$ cat config.mk
export PLATFORM = sky130hd
export DESIGN_NAME = occ_table_builder
export DESIGN_NICKNAME = d
export VERILOG_FILES = /design/src/rtl/occ_table_builder.sv
export SDC_FILE = /design/constraint.sdc
export NUM_CORES = 1
export LEC_CHECK = 0
export CORE_UTILIZATION = 40
export DETAILED_ROUTE_END_ITERATION = 12
export PLACE_DENSITY = 0.67
export SLEW_MARGIN = 20
export SYNTH_ARGS = -nofsm -noshare
export SYNTH_HDL_FRONTEND = slang
export SYNTH_SLANG_ARGS = --single-unit
$ cat constraint.sdc
create_clock -name clk -period 8.95 [get_ports clk]
set_input_delay 1.79 -clock clk [delete_from_list [all_inputs] [get_ports clk]]
set_output_delay 1.79 -clock clk [all_outputs]
set_load 0.05 [all_outputs]
$ cat src/rtl/occ_table_builder.sv
// Occ table writer for the FM-index accelerator: turns a BWT symbol stream into
// cumulative {t,g,c,a} count words, then publishes the C table and string length.
module occ_table_builder #(
  parameter int MAX_LEN = 255
) (
  input  logic        clk,
  input  logic        rst_n,
  input  logic        start,
  input  logic        sym_valid,
  input  logic [2:0]  sym,
  input  logic        sym_last,
  output logic        sym_ready,
  output logic        wr_en,
  output logic [7:0]  wr_addr,
  output logic [31:0] wr_data,
  output logic        done,
  output logic        err,
  output logic [7:0]  len,
  output logic [31:0] c_tab
);

  typedef enum logic [1:0] {IDLE, BUILD, DONE} state_t;

  localparam logic [7:0] LAST_IDX = 8'(MAX_LEN - 1);
  localparam logic [2:0] SYM_SENT = 3'd4;

  state_t           state_q, state_d;
  logic [3:0][7:0]  cnt_q, cnt_d, cnt_upd;
  logic [7:0]       index_q, index_d;
  logic             seen_q, seen_d;
  logic             err_q, err_d;
  logic             wr_en_q, wr_en_d;
  logic [7:0]       wr_addr_q, wr_addr_d;
  logic [31:0]      wr_data_q, wr_data_d;
  logic [7:0]       len_q, len_d;
  logic [31:0]      c_tab_q, c_tab_d;

  logic accept;
  logic is_sent, is_illegal, bad_sent, last_no_sent, overflow, abort;
  logic [7:0] c_c, c_g, c_t;

  // Sentinel and illegal codes match no lane, so their counts pass through unchanged.
  genvar gi;
  generate
    for (gi = 0; gi < 4; gi++) begin : g_lane
      assign cnt_upd[gi] = cnt_q[gi] + {7'd0, (sym == 3'(gi))};
    end
  endgenerate

  assign accept       = (state_q == BUILD) && sym_valid;
  assign is_sent      = (sym == SYM_SENT);
  assign is_illegal   = (sym > SYM_SENT);
  assign bad_sent     = is_sent && seen_q;
  assign last_no_sent = sym_last && !seen_q && !is_sent;
  assign overflow     = (index_q == LAST_IDX) && !sym_last;
  assign abort        = is_illegal || bad_sent || last_no_sent || overflow;

  // C table from final counts; the sentinel occupies the single slot before 'a'.
  assign c_c = 8'd1 + cnt_upd[0];
  assign c_g = c_c + cnt_upd[1];
  assign c_t = c_g + cnt_upd[2];

  always_comb begin
    state_d   = state_q;
    cnt_d     = cnt_q;
    index_d   = index_q;
    seen_d    = seen_q;
    err_d     = err_q;
    wr_en_d   = 1'b0;
    wr_addr_d = wr_addr_q;
    wr_data_d = wr_data_q;
    len_d     = len_q;
    c_tab_d   = c_tab_q;

    case (state_q)
      IDLE, DONE: begin
        if (start) begin
          state_d = BUILD;
          cnt_d   = '0;
          index_d = '0;
          seen_d  = 1'b0;
          err_d   = 1'b0;
          len_d   = '0;
          c_tab_d = '0;
        end
      end
      BUILD: begin
        if (accept) begin
          cnt_d     = cnt_upd;
          wr_en_d   = 1'b1;
          wr_addr_d = index_q;
          wr_data_d = cnt_upd;
          index_d   = index_q + 8'd1;
          seen_d    = seen_q || is_sent;
          if (abort) begin
            state_d = DONE;
            err_d   = 1'b1;
            len_d   = index_q + 8'd1;
            c_tab_d = '0;
          end else if (sym_last) begin
            state_d = DONE;
            len_d   = index_q + 8'd1;
            c_tab_d = {c_t, c_g, c_c, 8'd1};
          end
        end
      end
      default: state_d = IDLE;
    endcase
  end

  always_ff @(posedge clk or negedge rst_n) begin
    if (!rst_n) begin
      state_q   <= IDLE;
      cnt_q     <= '0;
      index_q   <= '0;
      seen_q    <= 1'b0;
      err_q     <= 1'b0;
      wr_en_q   <= 1'b0;
      wr_addr_q <= '0;
      wr_data_q <= '0;
      len_q     <= '0;
      c_tab_q   <= '0;
    end else begin
      state_q   <= state_d;
      cnt_q     <= cnt_d;
      index_q   <= index_d;
      seen_q    <= seen_d;
      err_q     <= err_d;
      wr_en_q   <= wr_en_d;
      wr_addr_q <= wr_addr_d;
      wr_data_q <= wr_data_d;
      len_q     <= len_d;
      c_tab_q   <= c_tab_d;
    end
  end

  assign sym_ready = (state_q == BUILD);
  assign done      = (state_q == DONE);
  assign err       = err_q;
  assign wr_en     = wr_en_q;
  assign wr_addr   = wr_addr_q;
  assign wr_data   = wr_data_q;
  assign len       = len_q;
  assign c_tab     = c_tab_q;

endmodule

==> metrics.md <==
| Metric | Value |
|---|---|
| Run status | `finished clean` |
| Sequential share of power | `33.5%` |
| GRT Residual Overflow | `0` |
| Top cells by area in the synthesized netlist | `sky130_fd_sc_hd__dfrtp_1 50%, sky130_fd_sc_hd__nand2_1 6.6%, sky130_fd_sc_hd__ha_1 5.5%` |
| Worst Hold Class | `reg2reg` |
| PD cells | `258.6 mW/mm2` |
| Number of distinct standard cells referenced by the synthesized netlist | `46` |
| Hold Vio Cnt, Final | `0` |
| Number of buffers between clock root and the deepest sink | `2` |
| Fraction of layout instances using a drive strength above 1 | `7.771%` |
| Slew at the pin with the worst max-slew slack | `0.8966 ns` |
| Comb pwr share | `33.0%` |
| Number of filler instances in the final layout | `1,239` |
| Height of the chip | `123.4 um` |
| RSZ-0062 raised after global routing | `no` |
| Sequential cell area fraction in the yosys report | `50.10%` |
| PnR worst setup slack | `3.066 ns` |
| Synth top cells by count | `118 x sky130_fd_sc_hd__dfrtp_1, 104 x sky130_fd_sc_hd__nand2_1, 47 x sky130_fd_sc_hd__nor2_1, 41 x sky130_fd_sc_hd__o21ai_0` |
| Synthesized area | `0.005894 mm2` |
| #FFs+latches synth | `118` |
| Pre-CTS setup slack | `2.671 ns` |
| Library cell with the highest instance count after synthesis | `sky130_fd_sc_hd__dfrtp_1` |
| Clock network latency to the later pin of the worst-skew pair | `0.42 ns` |
| Fraction of synthesized cell area taken by the top area cell type | `50.10%` |
| DR vias/cell | `5.399` |
| CTS tree | `done` |
| Type of element launching the critical path | `input pin` |
| Maximum number of pins on one net before global-route repair | `86` |
| Count of hold buffers inserted by post-cts repair | `0` |
| Total of buffers placed on input and output ports | `84` |
| Htree depth | `4` |
| Final GP Congestion | `0.8217` |
| Instance count after placement with tap cells included | `830` |
| GRT Total Usage | `20.65%` |
| CP endpoint kind | `flip-flop` |
| Vias in the first global route | `4,565` |
| Wire length per cell | `16.88 um` |
| Maximum fanout along the worst path | `9` |
| Wire length reported by the detailed router | `14,550 um` |
| Most used flip-flop cell after synthesis | `sky130_fd_sc_hd__dfrtp_1` |
| Max-cap violations | `0` |
| Maximum clock frequency | `170.0 MHz` |
| Cell type with the highest aggregate area in the netlist | `sky130_fd_sc_hd__dfrtp_1` |
| Proportion of power drawn by the clock network | `33.5%` |
| Clock-pin slew reported for the worst setup and hold paths after clock tree synthesis | `0.06 ns` |
| Period minus WS final | `5.884 ns` |
| Number of buffers created by CTS | `17` |
| Fraction of power spent switching nets | `39.49%` |
| Critical path class | `in2reg` |
| Post-CTS sizing | `0` |
| FFs w/ async S/R, synth | `100.0%` |
| Post CTS Setup Buffer Count | `0` |
| Residual DRC count | `0` |
| Post-Route Setup TNS | `0 ns` |
| Signed area change from the synthesized netlist to the final layout | `25.62%` |
| Top-Level Pins | `92` |
| Post-route fraction of the period consumed by the critical path | `65.74%` |
| Synthesized netlist cell count | `593` |
| Inserted Diodes | `0` |
| Nets | `705` |
| Via Count | `4,654` |
| Core Footprint | `0.01415 mm2` |
| Critical path arrival | `6.19 ns` |
| Number of iterations in the first detailed-routing pass | `5` |
| Number of synthesized flops with an enable pin | `0` |
| Initial standard-cell utilization of the core | `41.66%` |
| Initial antenna violation count | `0` |
| Wire length of the first global-routing pass | `23,620 um` |
| Synthesis warning total | `0` |
| Worst IR drop on VDD | `0.1736 mV` |
| Final standard cell count with taps included and fillers excluded | `862` |
| Final setup vio count | `0` |
| Clock Tree Root | `sky130_fd_sc_hd__clkbuf_16` |
| Number of max-slew violations in the final report | `0` |
| Syn_area_per_cell | `9.940 um2` |
| Tot Pwr | `1.915 mW` |
| Detailed-placement wirelength estimate | `9958 um` |
| Number of routed nets with antenna violations | `0` |
| Switch Pwr | `756.2 uW` |
| Number of DRC violations after detailed-routing iteration 0 | `355` |
| Die area | `0.01523 mm2` |
| Leakage power of the design | `3.530 nW` |
| Largest clock skew in the final design | `0.009360 ns` |
| Worst slew margin | `40.23%` |
| Int Pwr | `1.159 mW` |
| Width of the die | `123.4 um` |
| Standard-cell rows | `43` |
| Worst Hold Slack | `0.4723 ns` |
| Clock sink count | `118` |
| Required time reported for the critical path endpoint | `9.26 ns` |
## worst paths after layout
kind | start | endpoint | slack, ns | depth (start not counted)
max | sym[2] | c_tab[31]$_DFFE_PN0P_ | 3.07 | 17
min | len[2]$_DFFE_PN0P_ | len[2]$_DFFE_PN0P_ | 0.47 | 2
max reg2reg | cnt_q[0]$_DFFE_PN0P_ | c_tab[31]$_DFFE_PN0P_ | 4.84 | 19
min reg2reg | len[2]$_DFFE_PN0P_ | len[2]$_DFFE_PN0P_ | 0.47 | 2
max in group asynchronous | rst_n | c_tab[23]$_DFFE_PN0P_ | 6.23 | 2
min in group asynchronous | rst_n | wr_addr[3]$_DFFE_PN0P_ | 1.47 | 1
## worst max-delay path, stage by stage
cell and delay (ns):
sky130_fd_sc_hd__clkdlybuf4s50_1 0.52, sky130_fd_sc_hd__nor3_1 0.35, sky130_fd_sc_hd__ha_1 0.21, sky130_fd_sc_hd__ha_1 0.33, sky130_fd_sc_hd__xor2_1 0.35, sky130_fd_sc_hd__xor2_1 0.23, sky130_fd_sc_hd__ha_1 0.30, sky130_fd_sc_hd__a21o_1 0.20
sky130_fd_sc_hd__a21oi_1 0.24, sky130_fd_sc_hd__o21bai_1 0.09, sky130_fd_sc_hd__a21oi_1 0.19, sky130_fd_sc_hd__xnor2_1 0.13, sky130_fd_sc_hd__ha_1 0.23, sky130_fd_sc_hd__o41ai_1 0.44, sky130_fd_sc_hd__xnor2_1 0.17, sky130_fd_sc_hd__xnor3_1 0.22
sky130_fd_sc_hd__a22o_1 0.20
## layout make-up
cell class	count	area [um2]	area share, %
sequential	118	2953	39.88
multi-input combinational	434	2756	37.23
timing repair buffer	90	883.3	11.93
clock buffer	17	425.4	5.745
tap	180	225.2	3.042
clock inverter	15	131.4	1.774
inverter	8	30.03	0.4055
## placed cells by master (no fill, tap or decap), drive strengths merged, types with 2 or more instances in the layout
cell,instances
and2,9
nand2,104
o211ai,4
or3,3
a22o,29
clkdlybuf4s50,83
ha,26
a31o,9
buf,7
clkinv,6
fa,2
nor2b,2
o41ai,2
a21o,14
nand2b,2
nand3,21
nand4,4
clkbuf,17
o21ai,45
dfrtp,118
o31ai,14
xor2,18
a21oi,12
nor3,6
xnor2,29
clkinvlp,5
o21bai,3
and3,5
nor3b,3
nor2,47
xnor3,2
conb,7
inv,11
## logic make-up (layout without fill, tap and decap cells)
family,after synthesis,after routing,share of synthesized area (%)
buffers and inverters,47,130,3.566
muxes,1,1,0.1698
DFF,118,118,50.10
xor gates and xnor gates,49,49,7.748
AOI/OAI and AO/OA,136,136,16.11
adders and majority gates,28,28,6.198
and+or+nand+nor,213,213,16.05
other,1,7,0.06362
## metal layers
| layer | GRT usage [%] | share of wire [%] | wire [um] |
|---|---|---|---|
| met1 | 29.26 | 48 | 7022 |
| met2 | 30.97 | 45 | 6611 |
| met3 | 4.336 | 4.6 | 663 |
| met4 | 7.756 | 1.7 | 254 |
| met5 | 0 | 0 | 0 |
## registers in the layout, summed over array words and instances, names as in the netlist
| register | count |
|---|---|
| len | 8 |
| err | 1 |
| wr_data | 32 |
| seen_q | 1 |
| cnt_q | 32 |
| wr_en | 1 |
| state_q | 2 |
| wr_addr | 8 |
| c_tab | 25 |
| index_q | 8 |
## power by group through the flow
stage               Combinational (mW)  Sequential [mW]  Clock (mW)
floorplan                        0.275            0.795           0
global placement                 0.623            0.646           0
detailed placement               0.632            0.649           0
CTS                              0.634            0.642       0.652
global route                     0.681            0.649       0.677
finish                           0.631            0.642       0.641
## stage by stage
| step | utilization [%] | area, um2 |
|---|---|---|
| 3_3_place_gp | 48.40 | 6848 |
| 4_1_cts | 52.33 | 7405 |
| 6_report | 52.33 | 7405 |
| 2_1_floorplan | - | 5917 |
| 5_1_grt | 52.33 | 7405 |
| 3_5_place_dp | 48.40 | 6848 |
No activity file was read; power rests on OpenSTA's default activity.
